**src/rtl/uart_ascii_pkg.sv**
```systemverilog
// Shared constants, FSM states and helpers for the number-to-ASCII streamer.
// ASCII code points, the emitter state enum and the hex digit count helper.
package uart_ascii_pkg;

  localparam logic [7:0] ASCII_ZERO  = 8'd48;
  localparam logic [7:0] ASCII_A     = 8'd65;
  localparam logic [7:0] ASCII_CR    = 8'd13;
  localparam logic [7:0] ASCII_LF    = 8'd10;
  localparam logic [7:0] ASCII_QMARK = 8'd63;

  typedef enum logic [2:0] {
    IDLE,
    CONVERT,
    EMIT,
    TERM_CR,
    TERM_LF
  } state_t;

  function automatic int hex_digits(input int width);
    return (width + 3) / 4;
  endfunction

endpackage

```
**src/rtl/uart_bin2bcd.sv**
```systemverilog
// Iterative double-dabble binary to BCD converter, one bit per cycle.
// start loads bin; done is high during the final (WIDTH-th) shift cycle.
module uart_bin2bcd
  import uart_ascii_pkg::*;
#(
  parameter int WIDTH      = 16,
  parameter int DEC_DIGITS = 5
) (
  input  logic                    clk,
  input  logic                    rst,
  input  logic                    start,
  input  logic [WIDTH-1:0]        bin,
  output logic [DEC_DIGITS*4-1:0] bcd,
  output logic                    done
);

  localparam int CW = $clog2(WIDTH + 1);
  localparam logic [CW-1:0] LAST = CW'(WIDTH - 1);

  logic [WIDTH-1:0]        sh;
  logic [CW-1:0]           cnt;
  logic                    run;
  logic [DEC_DIGITS*4-1:0] adj;

  always_comb begin
    adj = bcd;
    for (int i = 0; i < DEC_DIGITS; i++) begin
      if (bcd[i*4 +: 4] >= 4'd5)
        adj[i*4 +: 4] = bcd[i*4 +: 4] + 4'd3;
    end
  end

  assign done = run && (cnt == LAST);

  always_ff @(posedge clk or posedge rst) begin
    if (rst) begin
      sh  <= '0;
      bcd <= '0;
      cnt <= '0;
      run <= 1'b0;
    end else if (start) begin
      sh  <= bin;
      bcd <= '0;
      cnt <= '0;
      run <= 1'b1;
    end else if (run) begin
      bcd <= {adj[DEC_DIGITS*4-2:0], sh[WIDTH-1]};
      sh  <= {sh[WIDTH-2:0], 1'b0};
      cnt <= cnt + CW'(1);
      if (done)
        run <= 1'b0;
    end
  end

endmodule

```
**src/rtl/uart_num2ascii_stream.sv**
```systemverilog
// Converts a binary value to decimal/hex ASCII, streamed MSD first.
// Ports: in_* value handshake, out_* byte handshake to TX FIFO, busy.
module uart_num2ascii_stream
  import uart_ascii_pkg::*;
#(
  parameter int WIDTH       = 16,
  parameter int DEC_DIGITS  = 5,
  parameter int APPEND_CRLF = 1
) (
  input  logic             clk,
  input  logic             rst,
  input  logic             in_valid,
  output logic             in_ready,
  input  logic [WIDTH-1:0] in_num,
  input  logic             in_hex,
  output logic             out_valid,
  input  logic             out_ready,
  output logic [7:0]       out_data,
  output logic             busy
);

  localparam int HD = hex_digits(WIDTH);
  localparam int ND = (DEC_DIGITS > HD) ? DEC_DIGITS : HD;
  localparam int PW = $clog2(ND);
  localparam logic [PW-1:0] PZ = '0;

  state_t state, nxt;

  logic [WIDTH-1:0]        num_q;
  logic                    hex_q;
  logic [PW-1:0]           ptr;
  logic [PW-1:0]           lead;
  logic [PW-1:0]           cur;
  logic                    fresh;
  logic [DEC_DIGITS*4-1:0] bcd;
  logic                    bcd_done;
  logic [ND*4-1:0]         digs;
  logic [3:0]              dig;
  logic                    accept;
  logic                    last_dig;

  function automatic logic [7:0] to_ascii(
    input logic [3:0] d,
    input logic       hx
  );
    logic [7:0] c;
    c = ASCII_QMARK;
    unique case (1'b1)
      (d < 4'd10):         c = ASCII_ZERO + {4'd0, d};
      (d >= 4'd10) && hx:  c = ASCII_A + {4'd0, d - 4'd10};
      (d >= 4'd10) && !hx: c = ASCII_QMARK;
      default:             c = ASCII_QMARK;
    endcase
    return c;
  endfunction

  assign accept = in_valid && (state == IDLE);

  uart_bin2bcd #(
    .WIDTH      (WIDTH),
    .DEC_DIGITS (DEC_DIGITS)
  ) u_bcd (
    .clk   (clk),
    .rst   (rst),
    .start (accept && !in_hex),
    .bin   (in_num),
    .bcd   (bcd),
    .done  (bcd_done)
  );

  assign digs = hex_q ? (ND*4)'(num_q) : (ND*4)'(bcd);

  // Highest nonzero digit; all-zero falls to digit 0 so "0" is emitted.
  always_comb begin
    lead = '0;
    for (int i = 1; i < ND; i++) begin
      if (digs[i*4 +: 4] != 4'd0)
        lead = PW'(i);
    end
  end

  // fresh marks the first EMIT byte: pointer comes straight from the
  // encoder, so suppression adds no cycle.
  assign cur      = fresh ? lead : ptr;
  assign dig      = digs[cur*4 +: 4];
  assign last_dig = (cur == PZ);

  always_ff @(posedge clk or posedge rst) begin
    if (rst) state <= IDLE;
    else     state <= nxt;
  end

  always_comb begin
    nxt = state;
    unique case (state)
      IDLE:
        if (in_valid)
          nxt = in_hex ? EMIT : CONVERT;
      CONVERT:
        if (bcd_done)
          nxt = EMIT;
      EMIT:
        if (out_ready && last_dig)
          nxt = (APPEND_CRLF != 0) ? TERM_CR : IDLE;
      TERM_CR:
        if (out_ready)
          nxt = TERM_LF;
      TERM_LF:
        if (out_ready)
          nxt = IDLE;
      default:
        nxt = IDLE;
    endcase
  end

  always_comb begin
    out_valid = 1'b0;
    out_data  = 8'd0;
    in_ready  = (state == IDLE);
    busy      = (state != IDLE);
    unique case (state)
      EMIT: begin
        out_valid = 1'b1;
        out_data  = to_ascii(dig, hex_q);
      end
      TERM_CR: begin
        out_valid = 1'b1;
        out_data  = ASCII_CR;
      end
      TERM_LF: begin
        out_valid = 1'b1;
        out_data  = ASCII_LF;
      end
      default: ;
    endcase
  end

  always_ff @(posedge clk or posedge rst) begin
    if (rst) begin
      num_q <= '0;
      hex_q <= 1'b0;
      ptr   <= '0;
      fresh <= 1'b0;
    end else if (accept) begin
      num_q <= in_num;
      hex_q <= in_hex;
      fresh <= 1'b1;
    end else if (state == EMIT && out_ready) begin
      fresh <= 1'b0;
      ptr   <= cur - PW'(1);
    end
  end

endmodule

```
**config.mk**
```make
export PLATFORM = sky130hd
export DESIGN_NAME = uart_num2ascii_stream
export DESIGN_NICKNAME = d
export VERILOG_FILES = /design/src/rtl/uart_ascii_pkg.sv /design/src/rtl/uart_bin2bcd.sv /design/src/rtl/uart_num2ascii_stream.sv
export SDC_FILE = /design/constraint.sdc
export NUM_CORES = 1
export LEC_CHECK = 0
export BUFFER_PORTS_ARGS = -buffer_cell sky130_fd_sc_hd__buf_2
export CAP_MARGIN = 20
export CORE_MARGIN = 8
export CORE_UTILIZATION = 40
export DETAILED_ROUTE_END_ITERATION = 8
export GPL_TIMING_DRIVEN = 0
export SLEW_MARGIN = 40
export SYNTH_ARGS = -nofsm -noshare
export SYNTH_HDL_FRONTEND = slang
export SYNTH_SLANG_ARGS = --single-unit
```
**constraint.sdc**
```tcl
create_clock -name clk -period 12.15 [get_ports clk]
set_input_delay 2.43 -clock clk [delete_from_list [all_inputs] [get_ports clk]]
set_output_delay 2.43 -clock clk [all_outputs]
set_load 0.01 [all_outputs]
```
Yosys cells after proc, flatten, opt, wreduce, memory -nomap -nowiden

Index checks and enable logic that the tools add are counted.

Flip-flop bits (word level): 66
Input bits: 21
Output and inout port bits: 11
Logic and storage cells: 89

Add/sub/neg operators: 10
Order comparisons: 7
Equality and inequality tests: 10
Shifts and indexed selects: 1
Muxes and demuxes: 32
Bitwise logic cells: 1
Reduce and logical (&&, ||, !) cells: 19

Operators by type and width:

| cell                | number |
|---|---|
| $mux 20             | 3 |
| $mux 16             | 2 |
| $mux 3              | 8 |
| $pmux 8 s3          | 1 |
| $ge 4x3->1 const B  | 5 |
| $shiftx 20x6->4     | 1 |
| $add 4x2->4 const B | 4 |
| $mux 4              | 4 |
| $pmux 8 s2          | 1 |
| $reduce_bool 4->1   | 4 |
| $pmux 3 s5          | 1 |
| $mux 5              | 2 |
| $ne 2x2->1 const B  | 5 |
| $add 7x4->8 const A | 1 |
| $add 6x4->7 const A | 1 |
| $mux 1              | 7 |
| $eq 3x2->1 const B  | 2 |
| $logic_and 1x1->1   | 6 |
| $logic_not 3->1     | 2 |
| $mux 2              | 3 |
| $add 5x1->5 const B | 1 |
| $eq 5x4->1 const B  | 1 |
| $reduce_and 5->1    | 1 |
| $ge 4x4->1 const B  | 1 |
| 12 further kinds    | 13 |

Depth between registers and ports, before layout

Word-level depth: 12
Mapped depth: 16

Hierarchy

Synthesis repeated with hierarchy kept, for this count alone.

Cells, all modules: 450
Area, all modules: 4252.8 um2

By module, submodules not included:

| module                | times used | cells each | area each (um2) |
|---|---|---|---|
| uart_bin2bcd          | 1          | 232        | 2253.4 |
| uart_num2ascii_stream | 1          | 218        | 1999.4 |

Least setup slack after synthesis

No wires, ideal clock.

Path kind: register to output
Start: reg u_bcd.bcd[12]
End: out out_data[3]
Data arrival time: 3375 ps
Required time: 9720 ps
Path slack: 6345 ps
Stages on the path, launching flop included: 16
Path through: dfrtp_1 > or4_4 > a211oi_2 > o31ai_4 > inv_2 > o211ai_1 > a31oi_1 > nand2_1 > inv_1 > ha_1 > nand2b_1 > mux2i_1 > a31o_2 > or4_1 > nand4_1 > o211ai_1

Word-level cells in the longest chain between the ends: 10

Ends and longest elaborated chain:

| what                                                    | RTL line                     | text |
|---|---|---|
| start: declaration                                      | uart_bin2bcd.sv:13           | `output logic [DEC_DIGITS*4-1:0] bcd,` |
| start signal: assignment                                | uart_bin2bcd.sv:47           | `bcd <= {adj[DEC_DIGITS*4-2:0], sh[WIDTH-1]};` |
| $mux 20 *                                               | uart_num2ascii_stream.sv:71  | `assign digs = hex_q ? (ND*4)'(num_q) : (ND*4)'(bcd);` |
| $reduce_bool 4->1                                       | uart_num2ascii_stream.sv:77  | `if (digs[i*4 +: 4] != 4'd0)` |
| $mux 2                                                  | uart_num2ascii_stream.sv:77  |  |
| $mux 3                                                  | uart_num2ascii_stream.sv:77  |  |
| $mux 3                                                  | uart_num2ascii_stream.sv:84  | `assign cur = fresh ? lead : ptr;` |
| $shiftx 20x6->4 *                                       | uart_num2ascii_stream.sv:85  | `assign dig = digs[cur*4 +: 4];` |
| $sub 4x4->4 / $ge 4x4->1 (equally long branches)        | -                            |  |
| $add 7x4->8 / $logic_and 1x1->1 (equally long branches) | uart_num2ascii_stream.sv:50  | `(d >= 4'd10) && hx: c = ASCII_A + {4'd0, d - 4'd10};` |
| $pmux 8 s2 *                                            | uart_num2ascii_stream.sv:48  | `unique case (1'b1)` |
| $pmux 8 s3 *                                            | uart_num2ascii_stream.sv:121 | `unique case (state)` |
| end: declaration                                        | uart_num2ascii_stream.sv:18  | `output logic [7:0] out_data,` |

Mark *: on every way between the ends. The rest lies on a longest branch, timed or not.

Worst setup path in the final report

Start: reg u_bcd.bcd[6]
End: out out_data[3]

Word-level cells in the longest chain between the ends: 12

Ends and longest elaborated chain:

| what                                                    | RTL line |
|---|---|
| $mux 20 *                                               | uart_num2ascii_stream.sv:71 |
| $reduce_bool 4->1                                       | uart_num2ascii_stream.sv:77 |
| $mux 1                                                  | uart_num2ascii_stream.sv:77 |
| $mux 2 (2 in a row)                                     | uart_num2ascii_stream.sv:77 |
| $mux 3                                                  | uart_num2ascii_stream.sv:77 |
| $mux 3                                                  | uart_num2ascii_stream.sv:84 |
| $shiftx 20x6->4 *                                       | uart_num2ascii_stream.sv:85 |
| $sub 4x4->4 / $ge 4x4->1 (equally long branches)        | - |
| $add 7x4->8 / $logic_and 1x1->1 (equally long branches) | uart_num2ascii_stream.sv:50 |
| $pmux 8 s2 *                                            | uart_num2ascii_stream.sv:48 |
| $pmux 8 s3 *                                            | uart_num2ascii_stream.sv:121 |

Marked as above.

==> run metrics <==
yosys warns 0; Syn Area/Cell 9.15 um^2; Layout Nets 541; Final setup viols 0; TritonCTS clock tree built; FILL cells 1008; status complete, no violations; Post-synth ARST share 1.00; CP cell instances or4_1 > a211oi_2 > o31ai_4 > inv_2 > o211ai_1 > a31oi_1 > nand2_1 > inv_1 > ha_1 > nand2b_1 > mux2i_1 > a31o_2 > or4_1 > nand4_1 > o211ai_1 > buf_2; data required time of the critical path 9720 ps; initial antenna violation count 0; Slowest cell on crit path or4_1; number of synthesized flops with an enable pin 0; XOR/XNOR Fraction of Synth Area 0.0250; mux contribution to synthesized area 0.128; Clock Skew 7.31 ps; critical path launch point u_bcd.bcd[6]$_DFFE_PP0P_; r2r endpoint u_bcd.bcd[18]$_DFFE_PP0P_; vias in the first global route 3546; Final WS setup 5390 ps; hold depth 1; Hold EP num_q[2]$_DFFE_PP0P_; pwr/cell area 329 nW/um^2; Largest stage delay, worst path 550 ps; commonest cells in the netlist 66 x dfrtp_1, 53 x nand2_1, 39 x o21ai_0; Die ar. 14100 um^2; first-pass GRT wire length 17800 um; Logic pwr share 0.597; Core ar. 10300 um^2; CTS Sinks 66; hold_sp num_q[2]$_DFFE_PP0P_; number of hold-repair buffers added at the cts stage 0; Tmin final 6760 ps; cell with the most instances after synthesis dfrtp_1; Layout area overhead 13.4%; final wirelength 10700 um; Resized cells post-CTS 0; placed insts 627; CTS root buf clkbuf_8; Post-Synth Adder-Cell Area 0.0535; postcts setup bufs 0; Post-Syn Nets 499; top-area cell type share of the netlist area 0.393; Post-Syn Area 4210 um^2; Crit. End Element output pin; DP Worst Slack 5760 ps; top post-synthesis cells by area dfrtp_1 39%, mux2i_1 7.6%, ha_1 5.4%; VDD IR-drop max 0.101 mV; number of synthesized register bits 66; Worst Path Class, Setup reg2out; Multi-input gate area 2380 um^2; largest family of logic cells by synthesized area simple AND/OR/NAND/NOR gates; Synth Instances 460; Hold WC Path Type reg2reg; Slew HR 0.501; Final Util 0.464; die span in x 119 um; worst-margin pin slew 749 ps; GRT Resource Usage Total 0.152; synth unique cells 60; RR Startpoint state[1]$_DFFE_PP0P_; I/O pins 32; Synth area leader dfrtp_1; pin count of the biggest net entering global routing 39; WL/cell 16.7 um; post-DR vias/cell 5.55; Synth Area in Simple Gates 0.183; period utilization 0.556; RSZ-0062 raised after global routing no; Initial DRT Pass Iterations 4; Final Instance Count excl. Fillers 642; clk slew on worst S/H paths 80 ps; DRC 0; setup_tns 0 ps; CP Launch Type flop; global route overflow 0; worst skew pair latency 340 ps; global placement routability congestion 0.883; # port buffers 30; layout cells sized above 1 0.162; H-Tree Depth 3; post-synthesis sequential area ratio 0.393; CTS buffer count 9; Die Span Y 119 um; Seq pwr share 0.272; Worst R2R Path Depth 7; DP Wirelength 8180 um; f_max 0.148 GHz; Lkg Pwr 2.16 nW; worst endpoint data arrival time 4330 ps; R2R Setup Slk 9670 ps; Starting Density 0.409; WHS 515 ps; CP Max Fanout 9; Final Hold Viols 0; Max-cap violations 0; Clock Power Share 0.131; site row count 37; Antenna Nets Post-Route 0; Ant. Diodes 0; sw power 0.729 mW; Synth Flop Type dfrtp_1; Internal 0.840 mW; Slew Viols, Final 0; Bufs on Longest Clock Path 2; net switching fraction of the power 0.465; Iter 0 DRT Violations 151; Synth Area in Compound Gates 0.176; FF+latch area 1650 um^2; total number of vias 3562
==> layout make-up <==
type | instances | area share
Inverter | 22 | 0.0184
Timing Repair Buffer | 31 | 0.0357
Clock inverter | 5 | 0.0165
Tap cell | 136 | 0.0357
Buffer | 23 | 0.0192
Clock buffer | 10 | 0.0289
Multi-Input combinational cell | 349 | 0.499
Sequential cell | 66 | 0.346
==> cell usage in the layout (no fill, tap or decap), types with 18 or more instances in the layout <==
cell type	count
inv_1	20
nand2_1	53
buf_2	31
a21oi_1	26
clkbuf_1	20
dfrtp_1	66
mux2i_1	32
o21ai_0	39
mux2_2	18
nor2_1	35
ha_1	18
==> metal layers <==
layer / GRT usage / routed length [um] / up-vias
li1: - / - / 1742
met1: 0.198 / 5130 / 1725
met2: 0.244 / 4900 / 77
met3: 0.0309 / 416 / 18
met4: 0.0585 / 265 / 0
met5: 0 / 0 / -
==> worst max-delay path, delay by kind of cell, from the launching register on <==
family | cells | cell delay (ps)
buf+inv | 3 | 470
fa+ha+maj | 1 | 210
compound gates | 6 | 1330
flops | 1 | 470
simple gates | 5 | 1430
mux | 1 | 70
==> power by group through the flow <==
stage | Combinational (mW) | Sequential (mW) | Clock, mW
after detailed placement | 0.932 | 0.428 | 0
after global routing | 1.05 | 0.439 | 0.219
after global placement | 0.910 | 0.426 | 0
after floorplan | 0.731 | 0.390 | 0
after CTS | 0.937 | 0.425 | 0.209
final | 0.937 | 0.427 | 0.206
==> through the flow <==
step,total power [mW],area [um^2]
final,1.57,4770
after global routing,1.70,4770
after CTS,1.57,4770
after detailed placement,1.36,4550
after global placement,1.34,4530
after floorplan,1.12,4210
==> worst max path at each step <==
stage                   to  slack, ps  depth (start not counted)
6_report       out_data[3]       5390                         16
5_1_grt        out_data[3]       5170                         16
4_1_cts        out_data[3]       5370                         16
3_5_place_dp   out_data[3]       5760                         16
3_3_place_gp   out_data[3]       5790                         16
2_1_floorplan  out_data[3]       6350                         15
==> state kept, by name, summed over array words and instances, names as in the netlist <==
signal / count
state: 3
u_bcd.sh: 16
u_bcd.cnt: 5
hex_q: 1
num_q: 16
u_bcd.bcd: 20
fresh: 1
ptr: 3
u_bcd.run: 1
==> cells by family (layout without fill, tap and decap cells) <==
| family | after synthesis | in the layout |
|---|---|---|
| muxes | 51 | 51 |
| AOI/OAI and AO/OA | 114 | 114 |
| and+or+nand+nor | 153 | 153 |
| DFF | 66 | 66 |
| buffers and inverters | 45 | 91 |
| xor gates and xnor gates | 12 | 12 |
| adders and majority gates | 18 | 18 |
| other | 1 | 1 |
(Power assumes the default switching activity.)
